### src/rtl/addsub_pkg.sv
// addsub_pkg: shared widths, stage-count helper and opcodes for the pipelined adder/subtractor
package addsub_pkg;
    localparam int N_DEF = 32;
    localparam int GROUP_DEF = 8;
    localparam logic OP_ADD = 1'b0;
    localparam logic OP_SUB = 1'b1;

    function automatic int stages(input int n, input int g);
        return n / g;
    endfunction
endpackage

### src/rtl/addsub_stage.sv
// addsub_stage: one GROUP-bit carry-increment slice plus its elastic pipeline register
module addsub_stage #(
    parameter int N = 32,
    parameter int GROUP = 8,
    parameter int K = 0
) (
    input  logic         clk,
    input  logic         rst_n,
    input  logic         prev_valid,
    input  logic         next_ld,
    input  logic [N-1:0] prev_a,
    input  logic [N-1:0] prev_b,
    input  logic [N-1:0] prev_s,
    input  logic         prev_c,
    input  logic         prev_sa,
    input  logic         prev_sb,
    output logic         ld,
    output logic         valid,
    output logic [N-1:0] a,
    output logic [N-1:0] b,
    output logic [N-1:0] s,
    output logic         c,
    output logic         sa,
    output logic         sb,
    output logic         ovf
);
    localparam int LO = K * GROUP;
    // Only operand bits above this slice travel on; the rest are already resolved
    localparam logic [N-1:0] KEEP = {N{1'b1}} << ((K + 1) * GROUP);

    logic [GROUP:0] r0, r1, r;
    logic [N-1:0]   ns;

    always_comb begin
        r0 = {1'b0, prev_a[LO +: GROUP]} + {1'b0, prev_b[LO +: GROUP]};
        r1 = r0 + 1'b1;
        r  = prev_c ? r1 : r0;
        ns = prev_s;
        ns[LO +: GROUP] = r[GROUP-1:0];
    end

    assign ld = !valid || next_ld;

    always_ff @(posedge clk or negedge rst_n) begin
        if (!rst_n) begin
            valid <= 1'b0;
            a     <= '0;
            b     <= '0;
            s     <= '0;
            c     <= 1'b0;
            sa    <= 1'b0;
            sb    <= 1'b0;
            ovf   <= 1'b0;
        end else if (ld) begin
            valid <= prev_valid;
            if (prev_valid) begin
                a   <= prev_a & KEEP;
                b   <= prev_b & KEEP;
                s   <= ns;
                c   <= r[GROUP];
                sa  <= prev_sa;
                sb  <= prev_sb;
                ovf <= (prev_sa == prev_sb) && (ns[N-1] != prev_sa);
            end
        end
    end
endmodule

### src/rtl/pipelined_addsub.sv
// pipelined_addsub: elastic N-bit add/sub, one GROUP-bit slice resolved per pipeline stage
module pipelined_addsub
    import addsub_pkg::*;
#(
    parameter int N = N_DEF,
    parameter int GROUP = GROUP_DEF
) (
    input  logic         clk,
    input  logic         rst_n,
    input  logic         in_valid,
    output logic         in_ready,
    input  logic [N-1:0] a,
    input  logic [N-1:0] b,
    input  logic         cin,
    input  logic         sub,
    output logic         out_valid,
    input  logic         out_ready,
    output logic [N-1:0] sum,
    output logic         cout,
    output logic         ovf
);
    localparam int STAGES = stages(N, GROUP);

    if (N % GROUP != 0) begin : g_chk
        $error("N must be a multiple of GROUP");
    end

    logic         vp  [STAGES+1];
    logic         ld  [STAGES+1];
    logic         cp  [STAGES+1];
    logic         sap [STAGES+1];
    logic         sbp [STAGES+1];
    logic [N-1:0] ap  [STAGES+1];
    logic [N-1:0] bp  [STAGES+1];
    logic [N-1:0] sp  [STAGES+1];
    logic         ovp [STAGES];
    logic [N-1:0] bx;

    // Subtract is a + ~b + 1: invert once up front, force the carry-in
    assign bx         = (sub == OP_SUB) ? ~b : b;
    assign vp[0]      = in_valid;
    assign ap[0]      = a;
    assign bp[0]      = bx;
    assign sp[0]      = '0;
    assign cp[0]      = (sub == OP_SUB) ? 1'b1 : cin;
    assign sap[0]     = a[N-1];
    assign sbp[0]     = bx[N-1];
    assign ld[STAGES] = out_ready;

    assign in_ready  = ld[0];
    assign out_valid = vp[STAGES];
    assign sum       = sp[STAGES];
    assign cout      = cp[STAGES];
    assign ovf       = ovp[STAGES-1];

    for (genvar i = 0; i < STAGES; i++) begin : g_st
        addsub_stage #(.N(N), .GROUP(GROUP), .K(i)) u_stage (
            .clk        (clk),
            .rst_n      (rst_n),
            .prev_valid (vp[i]),
            .next_ld    (ld[i+1]),
            .prev_a     (ap[i]),
            .prev_b     (bp[i]),
            .prev_s     (sp[i]),
            .prev_c     (cp[i]),
            .prev_sa    (sap[i]),
            .prev_sb    (sbp[i]),
            .ld         (ld[i]),
            .valid      (vp[i+1]),
            .a          (ap[i+1]),
            .b          (bp[i+1]),
            .s          (sp[i+1]),
            .c          (cp[i+1]),
            .sa         (sap[i+1]),
            .sb         (sbp[i+1]),
            .ovf        (ovp[i])
        );
    end
endmodule

### config.mk
export PLATFORM = sky130hd
export DESIGN_NAME = pipelined_addsub
export DESIGN_NICKNAME = d
export VERILOG_FILES = /design/src/rtl/addsub_pkg.sv /design/src/rtl/addsub_stage.sv /design/src/rtl/pipelined_addsub.sv
export SDC_FILE = /design/constraint.sdc
export NUM_CORES = 1
export LEC_CHECK = 0
export CAP_MARGIN = 5
export CORE_AREA = 2 2 138 140
export DETAILED_ROUTE_END_ITERATION = 6
export DIE_AREA = 0 0 140 142
export HOLD_SLACK_MARGIN = 0.02
export PLACE_DENSITY = 0.74
export REMOVE_ABC_BUFFERS = 1
export SLEW_MARGIN = 20
export SYNTH_ARGS = -nofsm -noshare
export SYNTH_HDL_FRONTEND = slang
export SYNTH_SLANG_ARGS = --single-unit
### constraint.sdc
create_clock -name clk -period 3.01 [get_ports clk]
set_input_delay 0.602 -clock clk [delete_from_list [all_inputs] [get_ports clk]]
set_output_delay 0.602 -clock clk [all_outputs]
set_load 0.02 [all_outputs]
==> qor.yml <==
clock_tree:
  postCtsSetupBuffers: 0
  cts_buffers: 17
  cts_tree: "yes"
  holdBufCountCts: 0
  clk_latency_ps: 420
  htree_num_levels: 4
  cts_resized: 0
  cts_sinks: 185
  clockRootBuffer: "clkbuf_16"
  clkSlewWorstSetupHoldPaths_ps: 70
  clock_path_buffers: 2
finish:
  nets: 984
  drive_above_1_share: 0.222
  register_area_mm2: 0.00463
  multiInputGateArea_mm2: 0.00419
  final_common_cell: "dfrtp_1"
  design_area_mm2: 0.0111
  syn_to_final_growth_pct: 23.2
  layout_common_cells: "dfrtp_1 (185), mux2_2 (123), clkdlybuf4s50_1 (103), nand2_1 (75), xnor2_1 (57)"
  utilization: 0.601
  n_antenna_cell: 0
  fillerInstances: 1528
logic_synthesis:
  synth_cells: 759
  synth_edf_count: 0
  synth_seq_cells: 185
  synth_area_mm2: 0.00900
  yosysWarnings: 0
  postSynthAreaPerCell_um2: 11.9
  synthArstFlopShare: 1.00
  synth_ff_type: "dfrtp_1"
  synth.distinct_cells: 57
  seq_area_frac_synth: 0.514
die:
  core_area_mm2: 0.0185
  start_util: 0.488
  chipHeight_um: 142
  die_x_um: 140
  die_area_mm2: 0.0199
  ioPinCount: 106
  placementRows: 50
critical_path:
  worstSetupStartpointType: "primary input"
  worst_ep_required_time_ps: 3320
  r2r_slack_ps: 380
  crit_start: "b[0]"
  end_kind: "flop"
  worstRegToRegCells: 10
  r2r-start: "g_st[0].u_stage.a[8]"
  timing.rr.end: "g_st[1].u_stage.c"
  endpoint: "g_st[0].u_stage.c"
  critPathArrivalTime_ps: 3000
  crit_type: "in -> reg"
  cp_max_fo: 2
global_route:
  grt_usage: 0.175
  grt_max_degree: 76
  grt_pass1_vias: 5907
  grt-ovfl-total: 0
  grt_pass1_wl_mm: 27.9
  antenna_found_initial: 0
power_and_ir_drop:
  peakVddDrop_mv: 0.415
  p_leak_nw: 4.78
  cellPowerDensity_mw_per_mm2: 943
sta:
  finalCritPeriodShare: 0.896
  maxSlewHeadroom: 0.524
  clock.fmax_ghz: 0.371
  min_period_ps: 2700
  rsz0062_at_grt: "no"
  skew_ps: 8.83
  setup_viol: 0
  maxSlewViolCount: 0
  final_hold_viol_count: 0
  worstMarginPinSlew_ps: 713
placed_design:
  port_buffers: 105
  place_congestion: 0.800
  placed_cell_area_mm2: 0.0105
  dpl.hpwl_mm: 11.1
outcome:
  status: "complete, but fails checks"
  violations: "DRC"
run:
  cap_violations: 0
detailed_routing:
  routed_via_density: 5.18
  wl_mm: 15.9
  vias: 5797
  drt_iter0_markers: 284
  ant_nets: 0
  wire_per_inst_um: 14.2
  dr.pass1.iters: 7
  drc_errors: 7
worst_hold_path:
  min_path_type: "in -> async"
## cell families after synthesis
family / synth area share
DFF: 0.514
and+or+nand+nor: 0.0844
muxes: 0.155
AOI/OAI and AO/OA: 0.0812
xor gates and xnor gates: 0.0834
buffers and inverters: 0.0215
adders and majority gates: 0.0603
## synth_stat cells, types with 2 or more instances
cell,count,area [µm²]
nor3_1,8,40.0
nand2b_1,10,62.6
or3b_1,2,17.5
a21o_1,6,45.0
xnor2_1,57,499
nor2b_1,2,12.5
mux2_2,123,1390
or3_1,4,25.0
a21oi_1,17,85.1
fa_1,4,80.1
nand4_1,3,18.8
inv_1,15,56.3
o32a_1,2,20.0
clkbuf_1,20,75.1
dfrtp_1,185,4630
or2_2,3,18.8
o211ai_1,3,22.5
nand3_1,11,55.1
buf_1,3,11.3
a221oi_1,2,17.5
a211oi_2,2,25.0
buf_2,7,35.0
or2_1,2,12.5
o21a_1,5,37.5
ha_1,37,463
a211oi_1,2,15.0
and3_1,3,18.8
o21ai_1,10,50.1
o31ai_1,2,15.0
nor2_1,26,97.6
xor2_1,25,219
nand2_1,78,293
o21ai_0,56,280
## per-stage QoR
stage	power, mW	hold slack (ps)	TNS, ps	cells	setup slack (ps)
finish	10.5	218	0	1120	313
global route	11.2	244	0	1120	132
CTS	10.6	226	0	1120	294
detailed placement	8.19	468	-475	1088	-165
global placement	8.02	459	-152	1088	-92.6
floorplan	6.89	306	-5650	727	-173
## final cells by class
type                       count  area share
multi-input combinational    527       0.378
inverter                      15     0.00507
clock inverter                15      0.0182
tap                          234      0.0264
clock buffer                  17      0.0383
sequential                   185       0.417
timing repair buffer         127       0.117
## state kept, by name, indices dropped and copies added (netlist names)
| register | cells |
|---|---|
| g_st.u_stage.s | 80 |
| g_st.u_stage.a | 45 |
| g_st.u_stage.b | 45 |
| g_st.u_stage.c | 4 |
| g_st.u_stage.valid | 4 |
| g_st.u_stage.sa | 3 |
| g_st.u_stage.sb | 3 |
| g_st.u_stage.ovf | 1 |
## per-layer routing
| metal | GRT usage | wire length, µm | up-vias |
|---|---|---|---|
| met2 | 0.306 | 8060 | 76 |
| met4 | 0.0447 | 90 | 0 |
| met5 | 0 | 0 | - |
| met3 | 0.0471 | 621 | 7 |
| li1 | - | - | 2863 |
| met1 | 0.218 | 7140 | 2851 |
## critical path, stage by stage
cell             delay (ps)
clkdlybuf4s50_1         470
xor2_1                  150
ha_1                    180
inv_1                    50
fa_1                    380
nand2b_1                180
a21oi_1                 160
xor2_1                  180
and4_1                  230
and4b_1                 210
xor2_1                  140
o21ai_1                  70
## how the worst min path moves through the flow
stage | from | cells past startpoint | end | slack (ps)
final | rst_n | 1 | g_st[2].u_stage.valid | 220
after floorplan | rst_n | 0 | g_st[0].u_stage.a[10] | 310
after CTS | rst_n | 1 | g_st[3].u_stage.valid | 230
after global placement | g_st[0].u_stage.s[3] | 2 | g_st[0].u_stage.s[3] | 460
after global routing | rst_n | 1 | g_st[2].u_stage.valid | 240
after detailed placement | g_st[0].u_stage.s[4] | 2 | g_st[0].u_stage.s[4] | 470
## where the power goes
group	internal (mW)	switching, mW	leakage [nW]
Combinational	2.19	2.08	2.25
Sequential	3.35	0.482	2.23
Clock	1.34	1.01	0.305
No activity file was read; power rests on OpenSTA's default activity.
